$ cat src/rtl/ctrl_pkg.sv
// Shared definitions for the pipeline control path: control-word bit layout,
// stage-register layouts and the EX operand forwarding encoding.
package ctrl_pkg;

  localparam int unsigned CTRL_W = 8;
  localparam int unsigned REG_W  = 5;

  localparam int unsigned CTRL_ALUOP_HI = 7;
  localparam int unsigned CTRL_ALUOP_LO = 6;
  localparam int unsigned CTRL_ALUSRC   = 5;
  localparam int unsigned CTRL_BRANCH   = 4;
  localparam int unsigned CTRL_MEMREAD  = 3;
  localparam int unsigned CTRL_MEMWRITE = 2;
  localparam int unsigned CTRL_REGWRITE = 1;
  localparam int unsigned CTRL_MEMTOREG = 0;

  // Later stages keep only the low control bits, so bit positions stay valid
  localparam int unsigned EXMEM_CTRL_W = 5;
  localparam int unsigned MEMWB_CTRL_W = 2;

  localparam logic [CTRL_W-1:0] CTRL_BUBBLE = 8'h00;

  typedef enum logic [1:0] {
    FWD_RF    = 2'b00,
    FWD_EXMEM = 2'b10,
    FWD_MEMWB = 2'b01
  } fwd_sel_e;

  typedef struct packed {
    logic [CTRL_W-1:0] ctrl;
    logic [REG_W-1:0]  rs1;
    logic [REG_W-1:0]  rs2;
    logic [REG_W-1:0]  rd;
  } idex_t;

  typedef struct packed {
    logic [EXMEM_CTRL_W-1:0] ctrl;
    logic [REG_W-1:0]        rd;
  } exmem_t;

  typedef struct packed {
    logic [MEMWB_CTRL_W-1:0] ctrl;
    logic [REG_W-1:0]        rd;
  } memwb_t;

  // x0 is hard-wired zero, so it is never a forwarding source
  function automatic fwd_sel_e fwd_select(
    input logic             ex_we,
    input logic [REG_W-1:0] ex_rd,
    input logic             wb_we,
    input logic [REG_W-1:0] wb_rd,
    input logic [REG_W-1:0] rs
  );
    fwd_sel_e sel;
    sel = FWD_RF;
    if (ex_we && (ex_rd != '0) && (ex_rd == rs)) begin
      sel = FWD_EXMEM;
    end else if (wb_we && (wb_rd != '0) && (wb_rd == rs)) begin
      sel = FWD_MEMWB;
    end
    return sel;
  endfunction

endpackage

$ cat src/rtl/fwd_unit.sv
// EX-stage operand forwarding selects; purely combinational.
module fwd_unit
  import ctrl_pkg::*;
(
  input  logic             exmem_regwrite,
  input  logic [REG_W-1:0] exmem_rd,
  input  logic             memwb_regwrite,
  input  logic [REG_W-1:0] memwb_rd,
  input  logic [REG_W-1:0] idex_rs1,
  input  logic [REG_W-1:0] idex_rs2,
  output logic [1:0]       fwd_a,
  output logic [1:0]       fwd_b
);

  always_comb begin
    fwd_a = fwd_select(exmem_regwrite, exmem_rd, memwb_regwrite, memwb_rd, idex_rs1);
    fwd_b = fwd_select(exmem_regwrite, exmem_rd, memwb_regwrite, memwb_rd, idex_rs2);
  end

endmodule

$ cat src/rtl/control_pipe.sv
// Carries decoded control through ID/EX, EX/MEM and MEM/WB, inserting a
// bubble on load-use hazards and squashing on taken branches.
module control_pipe
  import ctrl_pkg::*;
(
  input  logic              clk_i,
  input  logic              rst_i,
  input  logic [CTRL_W-1:0] Control_i,
  input  logic [REG_W-1:0]  rs1_i,
  input  logic [REG_W-1:0]  rs2_i,
  input  logic [REG_W-1:0]  rd_i,
  input  logic              flush_i,
  input  logic              mem_stall_i,
  output logic              stall_o,
  output logic [1:0]        ex_aluop_o,
  output logic              ex_alusrc_o,
  output logic              ex_branch_o,
  output logic              mem_read_o,
  output logic              mem_write_o,
  output logic              wb_regwrite_o,
  output logic              wb_memtoreg_o,
  output logic [REG_W-1:0]  wb_rd_o,
  output logic [1:0]        fwd_a_o,
  output logic [1:0]        fwd_b_o
);

  idex_t  idex_q;
  exmem_t exmem_q;
  memwb_t memwb_q;
  logic   hz;

  always_comb begin
    hz = idex_q.ctrl[CTRL_MEMREAD] && (idex_q.rd != '0) &&
         ((idex_q.rd == rs1_i) || (idex_q.rd == rs2_i));
    // A squashed consumer needs no replay, so flush masks the front-end stall
    stall_o = hz && !flush_i;
  end

  always_ff @(posedge clk_i) begin
    if (rst_i) begin
      idex_q  <= '0;
      exmem_q <= '0;
      memwb_q <= '0;
    end else if (!mem_stall_i) begin
      if (flush_i || hz) begin
        idex_q <= {CTRL_BUBBLE, {REG_W{1'b0}}, {REG_W{1'b0}}, {REG_W{1'b0}}};
      end else begin
        idex_q <= {Control_i, rs1_i, rs2_i, rd_i};
      end
      exmem_q <= {idex_q.ctrl[EXMEM_CTRL_W-1:0], idex_q.rd};
      memwb_q <= {exmem_q.ctrl[MEMWB_CTRL_W-1:0], exmem_q.rd};
    end
  end

  always_comb begin
    ex_aluop_o    = idex_q.ctrl[CTRL_ALUOP_HI:CTRL_ALUOP_LO];
    ex_alusrc_o   = idex_q.ctrl[CTRL_ALUSRC];
    ex_branch_o   = idex_q.ctrl[CTRL_BRANCH];
    mem_read_o    = exmem_q.ctrl[CTRL_MEMREAD];
    mem_write_o   = exmem_q.ctrl[CTRL_MEMWRITE];
    wb_regwrite_o = memwb_q.ctrl[CTRL_REGWRITE];
    wb_memtoreg_o = memwb_q.ctrl[CTRL_MEMTOREG];
    wb_rd_o       = memwb_q.rd;
  end

  fwd_unit u_fwd (
    .exmem_regwrite (exmem_q.ctrl[CTRL_REGWRITE]),
    .exmem_rd       (exmem_q.rd),
    .memwb_regwrite (memwb_q.ctrl[CTRL_REGWRITE]),
    .memwb_rd       (memwb_q.rd),
    .idex_rs1       (idex_q.rs1),
    .idex_rs2       (idex_q.rs2),
    .fwd_a          (fwd_a_o),
    .fwd_b          (fwd_b_o)
  );

endmodule

$ cat config.mk
export PLATFORM = sky130hd
export DESIGN_NAME = control_pipe
export DESIGN_NICKNAME = d
export VERILOG_FILES = /design/src/rtl/ctrl_pkg.sv /design/src/rtl/fwd_unit.sv /design/src/rtl/control_pipe.sv
export SDC_FILE = /design/constraint.sdc
export NUM_CORES = 1
export LEC_CHECK = 0
export BUFFER_PORTS_ARGS = -buffer_cell sky130_fd_sc_hd__buf_2
export CAP_MARGIN = 30
export CELL_PAD_IN_SITES_DETAIL_PLACEMENT = 0
export CELL_PAD_IN_SITES_GLOBAL_PLACEMENT = 1
export CORE_ASPECT_RATIO = 1.2
export CORE_MARGIN = 2
export CORE_UTILIZATION = 41
export DETAILED_ROUTE_END_ITERATION = 10
export HOLD_SLACK_MARGIN = 0.1
export PLACE_DENSITY = 0.87
export SETUP_SLACK_MARGIN = 0.02
export SYNTH_ARGS = -nofsm -noshare
export SYNTH_HDL_FRONTEND = slang
export SYNTH_SLANG_ARGS = --single-unit
$ cat constraint.sdc
create_clock -name clk_i -period 1.8 [get_ports clk_i]
set_input_delay 0.27 -clock clk_i [delete_from_list [all_inputs] [get_ports clk_i]]
set_output_delay 0.27 -clock clk_i [all_outputs]
set_load 0.1 [all_outputs]
==> results.txt <==
----------------------------------------------------
[Outcome]
  Outcome ... finished with violations
  Violations in the final reports ... setup timing

[Route]
  Initial drt markers ... 75
  Number of remaining DRC errors ... 0
  Number of iterations in the first detailed-routing pass ... 4
  Post-DR wirelength/cell ... 15.6 um
  Total Routed Length ... 5100 um
  Via count ... 1764
  Via count normalized by instance count ... 5.38
  Number of nets with antenna violations after routing ... 0

[Synth]
  Cell types with the largest area share after synthesis ... dfxtp_1, a32oi_1, o21ai_2
  Area share of the leading cell type in the synthesized netlist ... 0.382
  Post-synthesis share of cell area spent on and, or, nand and nor gates ... 0.142
  Multiplexer fraction of the synthesized cell area ... 0.0783
  Complex-gate fraction of the synthesized area ... 0.209
  Syn Nets ... 235
  Cell accounting for the most synthesized area ... dfxtp_1
  Warnings from Yosys ... 0
  Sequential cell area fraction in the yosys report ... 0.382
  Post-Syn Area per Cell ... 9.83 um^2
  Fraction of the mapped netlist area in adder cells ... 0
  Post-synthesis share of cell area spent on xor and xnor gates ... 0.129
  #FFs+latches synth ... 39
  Largest family of logic cells by synthesized area ... compound AO/OA/AOI/OAI gates
  Syn Inst Count ... 208
  Number of different library cells in the post-synthesis netlist ... 25
  Cell area after technology mapping ... 2040 um^2

[Min path]
  Class of the worst hold path ... input port to register

[Power and ir drop]
  Worst vdd ir ... 0.483 mV
  Sum of internal, switching and leakage power ... 2.15 mW
  Power density of the placed cells ... 767 nW/um^2
  Static leakage power ... 1.20 nW

[Finish]
  Final-layout fill cell count ... 431
  Total number of nets in the final design ... 294
  Ant diodes ... 0
  Area of all sequential standard cells ... 828 um^2
  Syn-to-layout area delta ... 37.0%
  Combined area of the multi-input logic cells ... 1290 um^2
  Fraction of final layout cells with drive strength greater than 1 ... 0.511

[Worst setup path]
  Register-to-register path setup slack ... 0.14 ns
  Highest cell delay on the worst timing path ... 0.53 ns
  Cell breakdown of the critical path ... or4_4 -> o21ai_4 -> nor4_4 -> nor4_4 -> buf_12
  Critical path startpoint category ... register
  Type of element capturing the critical path ... output port
  Critical Path Fanout Max ... 2
  Data required time at the worst endpoint ... 1.53 ns
  Cell type of the slowest stage on the worst timing path ... or4_4
  Worst EP arrival ... 1.91 ns
  Type of the worst setup path ... register to output port
  Worst path most repeated cell ... nor4_4
  CP Buf/Inv Count ... 1
  Crit-path leading delay family ... simple AND/OR/NAND/NOR gates

[Floorplanning]
  Core Area ... 4870 um^2
  Area of the die ... 5570 um^2
  Floorplan die width ... 68.5 um
  Die outline height ... 81.4 um
  Initial standard-cell utilization of the core ... 0.420
  Num ports ... 45
  Num rows ... 28

[STA]
  Share of the clock period used by the worst path ... 1.21
  Max transition margin ... 0.610
  Aggregate negative setup slack ... -1.38 ns
  Pin slew with the least headroom to its limit ... 0.584 ns
  Final worst setup slack ... -0.381 ns
  Maximum frequency from static timing analysis ... 458 MHz
  Max-slew violation total from the final report ... 0
  Minimum hold slack ... 0.212 ns
  Setup repair after global routing missed its margin ... true
  Count of endpoints failing setup in the final report ... 5
  Minimum period implied by the final worst setup slack ... 2.18 ns
  Maximum clock skew at final layout ... 0.0105 ns
  Hold Vio Cnt, Final ... 0

[Clock network]
  CTS Buf Count ... 5
  CTS tree ... built
  Clock transition at path regs ... 0.08 ns
  Clock Root Buffer ... clkbuf_8
  Max clock buf depth ... 2
  Number of sinks handled by clock tree synthesis ... 39
  Latest clock arrival within the worst-skew pair ... 0.30 ns
  H-tree lvl count ... 2
  Number of buffers inserted by hold repair at cts ... 0

[Global routing]
  Number of antenna violations at the first check in global routing ... 0
  Total routing usage reported by global routing ... 0.201
  Maximum number of pins on one net before global-route repair ... 43
  Wire length of the first global-routing pass ... 8400 um
  Total global routing overflow ... 0
  Vias in the first global route ... 1753
  Met2 Use GR ... 0.331
  GR Util met3 ... 0.0402
  Busiest metal layer after global routing ... met2
  Global routing usage on met1 ... 0.253

[Placement]
  Detailed Place HPWL ... 3600 um
  IO buf count ... 44
  Final weighted congestion of routability-driven global placement ... 0.757

[Flow run]
  # Max-Cap Violations ... 0

----------------------------------------------------
==> power by group <==
| group | switching, mW | leakage, nW | internal, mW |
|---|---|---|---|
| registers | 0.0587 | 0.330 | 0.908 |
| clock network | 0.314 | 0.0594 | 0.393 |
| logic | 0.287 | 0.807 | 0.187 |
==> synth_stat cells <==
library cell,n
dfxtp_1,39
nand2_1,25
a32oi_1,23
o21ai_2,19
mux2i_1,16
nor2_1,16
xnor2_1,16
xor2_1,14
buf_2,6
o21ai_1,6
buf_6,4
nand3_1,4
or4_1,4
buf_4,2
clkbuf_1,2
nor4_1,2
nor4_2,2
clkbuf_8,1
dlymetal6s2s_1,1
nor2b_4,1
nor3_4,1
nor3b_1,1
o21ai_4,1
o22ai_2,1
or4_4,1
==> worst register-to-register path, delay by kind of cell (launching register included) <==
kind                   cells  cell delay [ns]
buffers and inverters      1             0.25
AND/OR/NAND/NOR            1             0.56
AO/OA/AOI/OAI              3             0.43
flip-flops                 1             0.36
==> placed cells by master, fill, tap and decap left out <==
cell type  Yosys  final
buf_2          6     39
nand2_1       25     25
a32oi_1       23     23
o21ai_2       19     20
buf_4          2     20
dfxtp_1       39     19
mux2i_1       16     16
nor2_1        16     16
xor2_1        14     14
dfxtp_2        0     11
xnor2_1       16     10
dfxtp_4        0      9
clkbuf_8       1      6
buf_12         0      6
xnor2_2        0      5
or4_4          1      4
nor4_4         0      4
o21ai_1        6      4
nand3_1        4      3
buf_6          4      3
o21ai_4        1      2
xnor2_4        0      1
nand3_2        0      1
or4_1          4      1
o22ai_2        1      1
nor3b_4        0      1
nor3_4         1      1
nor2b_4        1      1
clkbuf_16      0      1
clkinv_2       0      1
==> worst paths after layout <==
path | from | end | cells past startpoint
worst min-delay path | rd_i[1] | idex_q[1] | 3
worst min register to register | ex_alusrc_o | ex_alusrc_o | 2
worst max-delay path | exmem_q[0] | fwd_a_o[0] | 5
worst max register to register | idex_q[3] | idex_q[6] | 5
==> per-layer routing <==
| metal | share of wire | vias to the layer above |
|---|---|---|
| met4 | 0.012 | 0 |
| met5 | 0 | - |
| li1 | - | 872 |
| met1 | 0.43 | 839 |
| met2 | 0.52 | 47 |
| met3 | 0.044 | 6 |
==> area by class of cell <==
cell class	instances	area share
clock buffer	7	0.0384
clock inverter	1	0.00179
multi-input combinational	153	0.459
sequential	39	0.296
tap	60	0.0268
timing repair buffer	68	0.178
==> kinds of logic (layout without fill, tap and decap cells) <==
group / after synthesis / count (layout)
xor+xnor: 30 / 30
mux: 16 / 16
compound gates: 50 / 50
buf+inv: 16 / 76
flops: 39 / 39
simple gates: 57 / 57
==> what timing repair did <==
item,in CTS,in global routing
gates cloned,0,0
setup buffers,2,2
endpoints found under the setup margin,5,5
pin swaps,5,6
resized for setup,9,9
==> state kept, by name (all words and copies together), names as in the netlist <==
| name | count |
|---|---|
| ex_aluop_o | 2 |
| mem_read_o | 1 |
| wb_memtoreg_o | 1 |
| mem_write_o | 1 |
| ex_branch_o | 1 |
| wb_rd_o | 5 |
| idex_q | 19 |
| ex_alusrc_o | 1 |
| wb_regwrite_o | 1 |
| exmem_q | 7 |
==> per-stage QoR <==
stage | cells | setup slack (ns) | area, um^2 | util
after detailed placement | 318 | -0.155 | 2590 | 0.531
after global routing | 328 | -0.471 | 2800 | 0.575
final | 328 | -0.381 | 2800 | 0.575
after global placement | 318 | -0.140 | 2590 | 0.531
after CTS | 327 | -0.398 | 2750 | 0.565
after floorplan | 208 | -0.889 | 2160 | -
(Power assumes the default switching activity.)
